### src/rtl/serial_frame_rx_pkg.sv
// serial_frame_pkg: shared states, defaults and parity helper for serial_frame_rx.
package serial_frame_pkg;
    localparam int DEF_DATA_W   = 8;
    localparam int DEF_STOP_LEN = 1;

    typedef enum logic [1:0] {IDLE, SHIFT, PARITY, STOP} state_t;

    function automatic logic even_parity(logic [31:0] d, int w);
        logic p;
        p = 1'b0;
        for (int i = 0; i < 32; i++) if (i < w) p ^= d[i];
        return p;
    endfunction
endpackage

### src/rtl/serial_frame_rx.sv
// serial_frame_rx: deframes serial line a into DATA_W words on a valid/ready port.
// Define SERIAL_FRAME_RX_PARITY_EN to add an even-parity bit and the perr_o port.
module serial_frame_rx
    import serial_frame_pkg::*;
#(
    parameter int DATA_W   = DEF_DATA_W,
    parameter int STOP_LEN = DEF_STOP_LEN
) (
    input  logic              clk,
    input  logic              rst_n,
    input  logic              a,
    output logic              b,
    output logic [DATA_W-1:0] data_o,
    output logic              valid_o,
    input  logic              ready_i,
    output logic              ferr_o,
`ifdef SERIAL_FRAME_RX_PARITY_EN
    output logic              perr_o,
`endif
    output logic              ovr_o
);
    localparam int CW = $clog2(DATA_W > STOP_LEN ? DATA_W : STOP_LEN) + 1;

    state_t            state, state_n;
    logic [CW-1:0]     cnt, cnt_n;
    logic [DATA_W-1:0] sh, sh_n, data_n;
    logic              b_n, valid_n, ferr_n, ovr_n, load;
`ifdef SERIAL_FRAME_RX_PARITY_EN
    logic              par_bad, par_bad_n, perr_n;
`endif

    always_comb begin
        state_n = state;
        cnt_n   = cnt;
        sh_n    = sh;
        ferr_n  = 1'b0;
        ovr_n   = 1'b0;
        load    = 1'b0;
`ifdef SERIAL_FRAME_RX_PARITY_EN
        par_bad_n = par_bad;
        perr_n    = 1'b0;
`endif
        case (state)
            IDLE: begin
                if (a) state_n = SHIFT;
                cnt_n = '0;
            end
            SHIFT: begin
                // LSB arrives first, so after DATA_W shifts it sits at bit 0
                sh_n  = DATA_W'({a, sh} >> 1);
                cnt_n = cnt + CW'(1);
                if (cnt == CW'(DATA_W - 1)) begin
`ifdef SERIAL_FRAME_RX_PARITY_EN
                    state_n = PARITY;
`else
                    state_n = STOP;
`endif
                    cnt_n = '0;
                end
            end
`ifdef SERIAL_FRAME_RX_PARITY_EN
            PARITY: begin
                par_bad_n = a != even_parity(32'(sh), DATA_W);
                state_n   = STOP;
            end
`endif
            STOP: begin
                cnt_n = cnt + CW'(1);
                if (a || cnt == CW'(STOP_LEN - 1)) begin
                    state_n = IDLE;
                    cnt_n   = '0;
                end
                if (a) ferr_n = 1'b1;
                else if (cnt == CW'(STOP_LEN - 1)) begin
`ifdef SERIAL_FRAME_RX_PARITY_EN
                    if (par_bad) perr_n = 1'b1; else
`endif
                    if (!valid_o || ready_i) load = 1'b1; else ovr_n = 1'b1;
                end
            end
            default: state_n = IDLE;
        endcase
        b_n     = state_n != IDLE;
        valid_n = load | (valid_o & ~ready_i);
        data_n  = load ? sh : data_o;
    end

    always_ff @(posedge clk or negedge rst_n) begin
        if (!rst_n) begin
            state   <= IDLE;
            cnt     <= '0;
            sh      <= '0;
            b       <= 1'b0;
            data_o  <= '0;
            valid_o <= 1'b0;
            ferr_o  <= 1'b0;
            ovr_o   <= 1'b0;
`ifdef SERIAL_FRAME_RX_PARITY_EN
            par_bad <= 1'b0;
            perr_o  <= 1'b0;
`endif
        end else begin
            state   <= state_n;
            cnt     <= cnt_n;
            sh      <= sh_n;
            b       <= b_n;
            data_o  <= data_n;
            valid_o <= valid_n;
            ferr_o  <= ferr_n;
            ovr_o   <= ovr_n;
`ifdef SERIAL_FRAME_RX_PARITY_EN
            par_bad <= par_bad_n;
            perr_o  <= perr_n;
`endif
        end
    end
endmodule

### config.mk
export PLATFORM = sky130hd
export DESIGN_NAME = serial_frame_rx
export DESIGN_NICKNAME = d
export VERILOG_FILES = /design/src/rtl/serial_frame_rx_pkg.sv /design/src/rtl/serial_frame_rx.sv
export SDC_FILE = /design/constraint.sdc
export NUM_CORES = 1
export LEC_CHECK = 0
export ABC_CLOCK_PERIOD_IN_PS = 3300
export BUFFER_PORTS_ARGS = -buffer_cell sky130_fd_sc_hd__buf_2
export CORE_ASPECT_RATIO = 1.2
export CORE_MARGIN = 5
export CORE_UTILIZATION = 55
export DETAILED_ROUTE_END_ITERATION = 12
export GPL_ROUTABILITY_DRIVEN = 0
export GPL_TIMING_DRIVEN = 0
export PLACE_DENSITY_LB_ADDON = 0.08
export RECOVER_POWER = 25
export SLEW_MARGIN = 30
export SYNTH_ARGS = -nofsm -noshare
export SYNTH_HDL_FRONTEND = slang
export SYNTH_SLANG_ARGS = --single-unit
### constraint.sdc
create_clock -name clk -period 3.3 [get_ports clk]
set_input_delay 0.66 -clock clk [delete_from_list [all_inputs] [get_ports clk]]
set_output_delay 0.66 -clock clk [all_outputs]
set_load 0.02 [all_outputs]
==> metrics.md, run 1 <==
| Metric | Value |
|---|---|
| Top_reg_cell synth | `dfrtp_1` |
| Switching power total | `0.381 mW` |
| Setup TNS | `0 ps` |
| H-tree levels | `1` |
| Most frequent cells in the layout | `26 x dfrtp_1, 16 x mux2_2, 15 x buf_2` |
| Worst-case clock buffer depth | `2` |
| Number of CTS-inserted buffers | `3` |
| Crit path from | `cnt[0]$_DFFE_PN0P_` |
| Worst Path Arrival | `2250 ps` |
| Yosys warning count | `0` |
| FF-to-FF setup slack | `1260 ps` |
| Layout cells sized above 1 | `42.4%` |
| Final #Nets | `106` |
| Ant. Diodes | `0` |
| Unrepaired setup endpoints after global routing | `false` |
| Routed WL per cell | `13.2 um` |
| Critical path capture point type | `register` |
| Clock Power Share | `13.7%` |
| FF-to-FF Start | `cnt[0]$_DFFE_PN0P_` |
| Slew Limit Fails | `0` |
| GRT overflow | `0` |
| DRC | `0` |
| Root Driver | `clkbuf_4` |
| Worst flop-to-flop path endpoint | `data_o[3]$_DFFE_PN0P_` |
| Count of final setup violators | `0` |
| Clk slew on worst S/H paths | `130 ps` |
| Post-CTS Setup Inserts | `0` |
| Final hold vios | `0` |
| Initial Util | `58.1%` |
| Fin crit period | `2040 ps` |
| Routed WL | `1560 um` |
| Max VDD drop | `515 uV` |
| Pwr Density | `922 nW/um^2` |
| Core area | `1850 um^2` |
| Die height | `58.5 um` |
| Routed Antenna Nets | `0` |
| Most common cell after layout, fill and taps aside | `dfrtp_1` |
| Sw Share | `34.2%` |
| CTS tree | `done` |
| Global-route wire length before repair | `2870 um` |
| FP Rows | `17` |
| Startpoint type of the worst setup path | `register` |
| R2R cell count | `7` |
| Initial antenna violation count | `0` |
| Unique cell type count in the Yosys netlist | `26` |
| Leakage power | `0.609 nW` |
| Slew HR | `11.6%` |
| Status | `complete, no violations` |
| Worst-margin pin slew | `1330 ps` |
| Post-Syn Area per Cell | `13.5 um^2` |
| Syn Nets | `86` |
| Sequential area share after synthesis | `60.5%` |
| Vias per cell | `5.33` |
| Gr usage total | `12.7%` |
| Part of the power in registers | `48.1%` |
| Design Area, Final | `1210 um^2` |
| Post-synth ARST share | `100%` |
| PortBufs | `15` |
| Final Worst Setup Slack | `1260 ps` |
| DP Area | `1170 um^2` |
| Crit path to | `data_o[3]$_DFFE_PN0P_` |
| Clk Latency, worst-skew pair | `310 ps` |
| Mapped Area | `1080 um^2` |
| Initial DRT Pass Iterations | `3` |
| Number of global-route vias before repair | `652` |
| Initial DRC Count | `3` |
| Max cap viols | `0` |
| Max Fclk | `491 MHz` |
| Comb power frac | `38.2%` |
| Hold_buf cts | `0` |
| Post-synth EDFFs | `0` |
| Seq cells post-synth | `26` |
| Die area | `2940 um^2` |
| # clock sinks | `26` |
| Period utilization | `61.7%` |
| Worst Path Required | `3510 ps` |
| Die W | `50.4 um` |
| Resized cells post-CTS | `0` |
| Worst-path fanout max | `8` |
| Largest net degree at the start of global routing | `27` |
| Clk_skew | `3.87 ps` |
| Cell count after synthesis | `80` |
| DP HPWL | `1150 um` |
| Via count | `629` |
| Type of the most critical hold path | `register to register` |
| I/O pin total | `16` |
| Crit Path Class | `register to register` |
| Dpl ws | `1250 ps` |
| Internal power | `0.734 mW` |
| Layout area overhead | `12.4%` |
## logic make-up after synthesis
group                      count (synthesis)  share of synthesized area (%)
AOI/OAI and AO/OA                         10                           6.63
adders and majority gates                  2                           2.33
buffers and inverters                      5                           2.56
DFF                                       26                           60.5
muxes                                     16                           16.7
and+or+nand+nor                           21                           11.3
## cells in the mapped netlist (2+ instances only)
library cell,number,area share (%)
nand2_1,6,2.1
ha_1,2,2.3
dfrtp_1,26,60
o21a_1,2,1.4
inv_1,3,1.0
o21ai_0,2,0.93
mux2_2,16,17
a21oi_1,2,0.93
nor2_1,4,1.4
## metrics by stage
stage	total power, mW	hold WS, ps	std cells	utilization (%)
after floorplan	0.861	364	80	-
after global placement	0.961	485	114	63.5
after detailed placement	0.981	489	114	63.5
after CTS	1.13	329	118	65.4
after global routing	1.21	534	118	65.4
final	1.12	516	118	65.4
## cell type report
class | instances | area [um^2]
buffer | 2 | 16.3
clock buffer | 4 | 36.3
fill | 150 | 641
inverter | 3 | 11.3
multi-input combinational | 49 | 398
sequential | 26 | 651
tap | 19 | 23.8
timing repair buffer | 15 | 73.8
## layer usage
| layer | global-route usage [%] | vias to the layer above | part of all wire [%] |
|---|---|---|---|
| li1 | - | 316 | - |
| met1 | 15.1 | 298 | 41 |
| met2 | 20.3 | 11 | 52 |
| met3 | 3.04 | 4 | 4.4 |
| met4 | 8.39 | 0 | 2.2 |
| met5 | 0 | - | 0 |
## flip-flops by register name, indices dropped and copies added, names as in the netlist
name	cells
b	1
cnt	4
state	2
ferr_o	1
data_o	8
valid_o	1
ovr_o	1
sh	8
## power groups by stage
stage,logic (mW),registers [mW],clock network (mW)
2_1_floorplan,0.281,0.579,0
3_3_place_gp,0.421,0.540,0
3_5_place_dp,0.436,0.546,0
4_1_cts,0.437,0.538,0.160
5_1_grt,0.475,0.561,0.174
6_report,0.426,0.537,0.152
## critical path, cell delays in order, from the launching register on
cell	delay [ps]
dfrtp_1	420
inv_1	100
ha_1	150
nor3b_2	230
or3b_1	430
nor2b_2	140
buf_6	140
mux2_2	340
## worst min-delay path by stage
stage / startpoint / endpoint / slack [ps] / cells past startpoint
after floorplan: rst_n / b$_DFF_PN0_ / 360 / 0
after global placement: data_o[3]$_DFFE_PN0P_ / data_o[3]$_DFFE_PN0P_ / 480 / 1
after detailed placement: sh[0]$_DFFE_PN0P_ / data_o[0]$_DFFE_PN0P_ / 490 / 1
after CTS: rst_n / data_o[0]$_DFFE_PN0P_ / 330 / 1
after global routing: sh[0]$_DFFE_PN0P_ / data_o[0]$_DFFE_PN0P_ / 530 / 1
final: data_o[6]$_DFFE_PN0P_ / data_o[6]$_DFFE_PN0P_ / 520 / 1
Note: power is estimated with default switching activity, not from simulation.
==> run 2, diff against run 1 <==
ABC_CLOCK_PERIOD_IN_PS = 1800   (was 3300)
CORE_UTILIZATION = 49   (was 55)
clock period = 1.8 ns   (was 3.3 ns; I/O delays follow)
==> metrics.md, run 2 (synthesis gave the netlist of run 1 again) <==
| Metric | Value |
|---|---|
| Period utilization | `106% (was 61.7%)` |
| Critical path capture point type | `register (unchanged)` |
| Largest net degree at the start of global routing | `27 (unchanged)` |
| Clk Latency, worst-skew pair | `310 ps (about the same)` |
| Initial DRC Count | `8 (was 3)` |
| Fillers | `174 (was 150)` |
| Dpl ws | `-164 ps (was 1250 ps)` |
| Initial Util | `51.9% (was 58.1%)` |
| Worst Path Arrival | `2110 ps (was 2250 ps)` |
| Status | `complete, but fails checks (was complete, no violations)` |
| Global-route wire length before repair | `3390 um (was 2870 um)` |
| Die W | `52.8 um (was 50.4 um)` |
| Type of the most critical hold path | `primary input to register (was register to register)` |
| Die area | `3240 um^2 (was 2940 um^2)` |
| Crit Path Class | `register to register (unchanged)` |
| GRT overflow | `0 (unchanged)` |
| Max stage delay on crit path | `420 ps (was 430 ps)` |
| Top flop regs | `data_o x8, sh x8, cnt x4 (unchanged)` |
| DP HPWL | `1250 um (was 1150 um)` |
| Via count | `696 (was 629)` |
| Crit-path cells | `inv_2 > ha_4 > nor3b_4 > or3b_4 > nor2b_4 > buf_8 > mux2_4 (was inv_1 > ha_1 > nor3b_2 > or3b_1 > nor2b_2 > buf_6 > mux2_2)` |
| FP Rows | `18 (was 17)` |
| CP max-delay cell | `dfrtp_1 (was or3b_1)` |
| Clk_skew | `3.31 ps (was 3.87 ps)` |
| Slew Limit Fails | `0 (unchanged)` |
| Root Driver | `clkbuf_4 (unchanged)` |
| Part of the power in registers | `43.5% (was 48.1%)` |
| Number of CTS-inserted buffers | `3 (unchanged)` |
| CP bufs+invs | `2 (unchanged)` |
| Startpoint type of the worst setup path | `register (unchanged)` |
| Layout area overhead | `26.0% (was 12.4%)` |
| Count of final setup violators | `8 (was 0)` |
| Crit path max-delay family | `simple AND/OR/NAND/NOR gates (unchanged)` |
| Pwr Density | `1700 nW/um^2 (was 922 nW/um^2)` |
| Routed WL per cell | `13.9 um (was 13.2 um)` |
| Ant. Diodes | `0 (unchanged)` |
| PortBufs | `15 (unchanged)` |
| H-tree levels | `1 (unchanged)` |
| Switching power total | `0.796 mW (was 0.381 mW)` |
| Final #Nets | `115 (was 106)` |
| Final Worst Setup Slack | `-104 ps (was 1260 ps)` |
| Most common cell after layout, fill and taps aside | `dfrtp_1 (unchanged)` |
| Worst-margin pin slew | `1370 ps (was 1330 ps)` |
| Routed WL | `1920 um (was 1560 um)` |
| Die height | `61.3 um (was 58.5 um)` |
| CTS tree | `done (unchanged)` |
| Routed Antenna Nets | `0 (unchanged)` |
| I/O pin total | `16 (unchanged)` |
| Area taken by multi-input logic gates | `459 um^2 (was 398 um^2)` |
| Unrepaired setup endpoints after global routing | `true (was false)` |
| Core area | `2070 um^2 (was 1850 um^2)` |
| Gr usage total | `14.5% (was 12.7%)` |
| Initial antenna violation count | `0 (unchanged)` |
| FF+latch area | `651 um^2 (unchanged)` |
| Leakage power | `0.676 nW (was 0.609 nW)` |
| Hold_buf cts | `0 (unchanged)` |
| Sw Share | `34.6% (was 34.2%)` |
| Worst-case clock buffer depth | `2 (unchanged)` |
| Slew HR | `8.95% (was 11.6%)` |
| Final hold vios | `0 (unchanged)` |
| Internal power | `1.51 mW (was 0.734 mW)` |
| DRC | `0 (unchanged)` |
| Max cap viols | `0 (unchanged)` |
| Vias per cell | `5.04 (was 5.33)` |
| Comb power frac | `44.1% (was 38.2%)` |
| Setup TNS | `-806 ps (was 0 ps)` |
| Clock Power Share | `12.4% (was 13.7%)` |
| Number of global-route vias before repair | `743 (was 652)` |
| # clock sinks | `26 (unchanged)` |
| Clk slew on worst S/H paths | `130 ps (about the same)` |
| Violations in the final reports | `setup timing` |
| Fin crit period | `1900 ps (was 2040 ps)` |
| Max Fclk | `525 MHz (was 491 MHz)` |
| Worst Path Required | `2010 ps (was 3510 ps)` |
| Max VDD drop | `1060 uV (was 515 uV)` |
| Most frequent cells in the layout | `26 x dfrtp_1, 15 x buf_2, 9 x buf_4 (was 26 x dfrtp_1, 16 x mux2_2, 15 x buf_2)` |
| Initial DRT Pass Iterations | `3 (unchanged)` |
| Layout cells sized above 1 | `51.9% (was 42.4%)` |
| Worst-path fanout max | `8 (unchanged)` |
| Final total power | `2.30 mW (was 1.12 mW)` |
## run 2: cell types whose count changed in the layout (fill, tap and decap cells not counted), moves of 2 or more
cell / delta
inv_1: -2
mux2_2: -8
inv_2: +2
mux2_4: +8
buf_4: +9
## run 2: power groups by stage
stage / combinational [mW] / clock [mW] / sequential [mW]
2_1_floorplan: 0.590 / 0 / 1.08
3_3_place_gp: 0.852 / 0 / 1.01
4_1_cts: 0.959 / 0.297 / 0.999
3_5_place_dp: 0.884 / 0 / 1.02
5_1_grt: 1.13 / 0.327 / 1.03
6_report: 1.02 / 0.285 / 1.00
## run 2: metal layers
| metal | GRT usage, % | vias up | wire [um] |
|---|---|---|---|
| li1 | - | 335 | - |
| met1 | 17.6 | 345 | 787 |
| met2 | 24.8 | 12 | 1040 |
| met3 | 2.42 | 4 | 61 |
| met4 | 7.66 | 0 | 31 |
| met5 | 0 | - | 0 |
## run 2: area by class of cell
| class | count | area share (%) |
|---|---|---|
| Buffer | 2 | 1.48 |
| Multi-Input combinational cell | 49 | 33.9 |
| Inverter | 3 | 0.830 |
| Timing Repair Buffer | 24 | 10.4 |
| Tap cell | 30 | 2.77 |
| Sequential cell | 26 | 48.0 |
| Clock buffer | 4 | 2.68 |
## run 2: worst min-delay path, delay by kind of cell
family	cells	cell delay, ps
simple gates	2	170
buf+inv	1	80
## run 2: what timing repair did
action,4_1_cts,5_1_grt
hold endpoints to repair,0,0
pin swaps,0,0
resized for setup,0,4
gates cloned,0,0
setup buffers,5,4
endpoints found under the setup margin,8,8
## run 2: final timing paths
path / from / end / slack, ps / cells after the start
max: cnt[1]$_DFFE_PN0P_ / data_o[5]$_DFFE_PN0P_ / -100 / 7
min: ready_i / ovr_o$_DFF_PN0_ / 320 / 3
max reg2reg: cnt[1]$_DFFE_PN0P_ / data_o[5]$_DFFE_PN0P_ / -100 / 7
min reg2reg: data_o[0]$_DFFE_PN0P_ / data_o[0]$_DFFE_PN0P_ / 520 / 1
max in group asynchronous: rst_n / sh[5]$_DFFE_PN0P_ / 680 / 1
min in group asynchronous: rst_n / sh[1]$_DFFE_PN0P_ / 330 / 1
## run 2: metrics by stage
step	instance area [um^2]	hold slack [ps]	utilization (%)	instances
2_1_floorplan	1130	64.4	-	80
3_3_place_gp	1240	381	59.8	125
3_5_place_dp	1240	391	59.8	125
4_1_cts	1310	31.4	63.4	134
5_1_grt	1360	314	65.5	138
6_report	1360	320	65.5	138
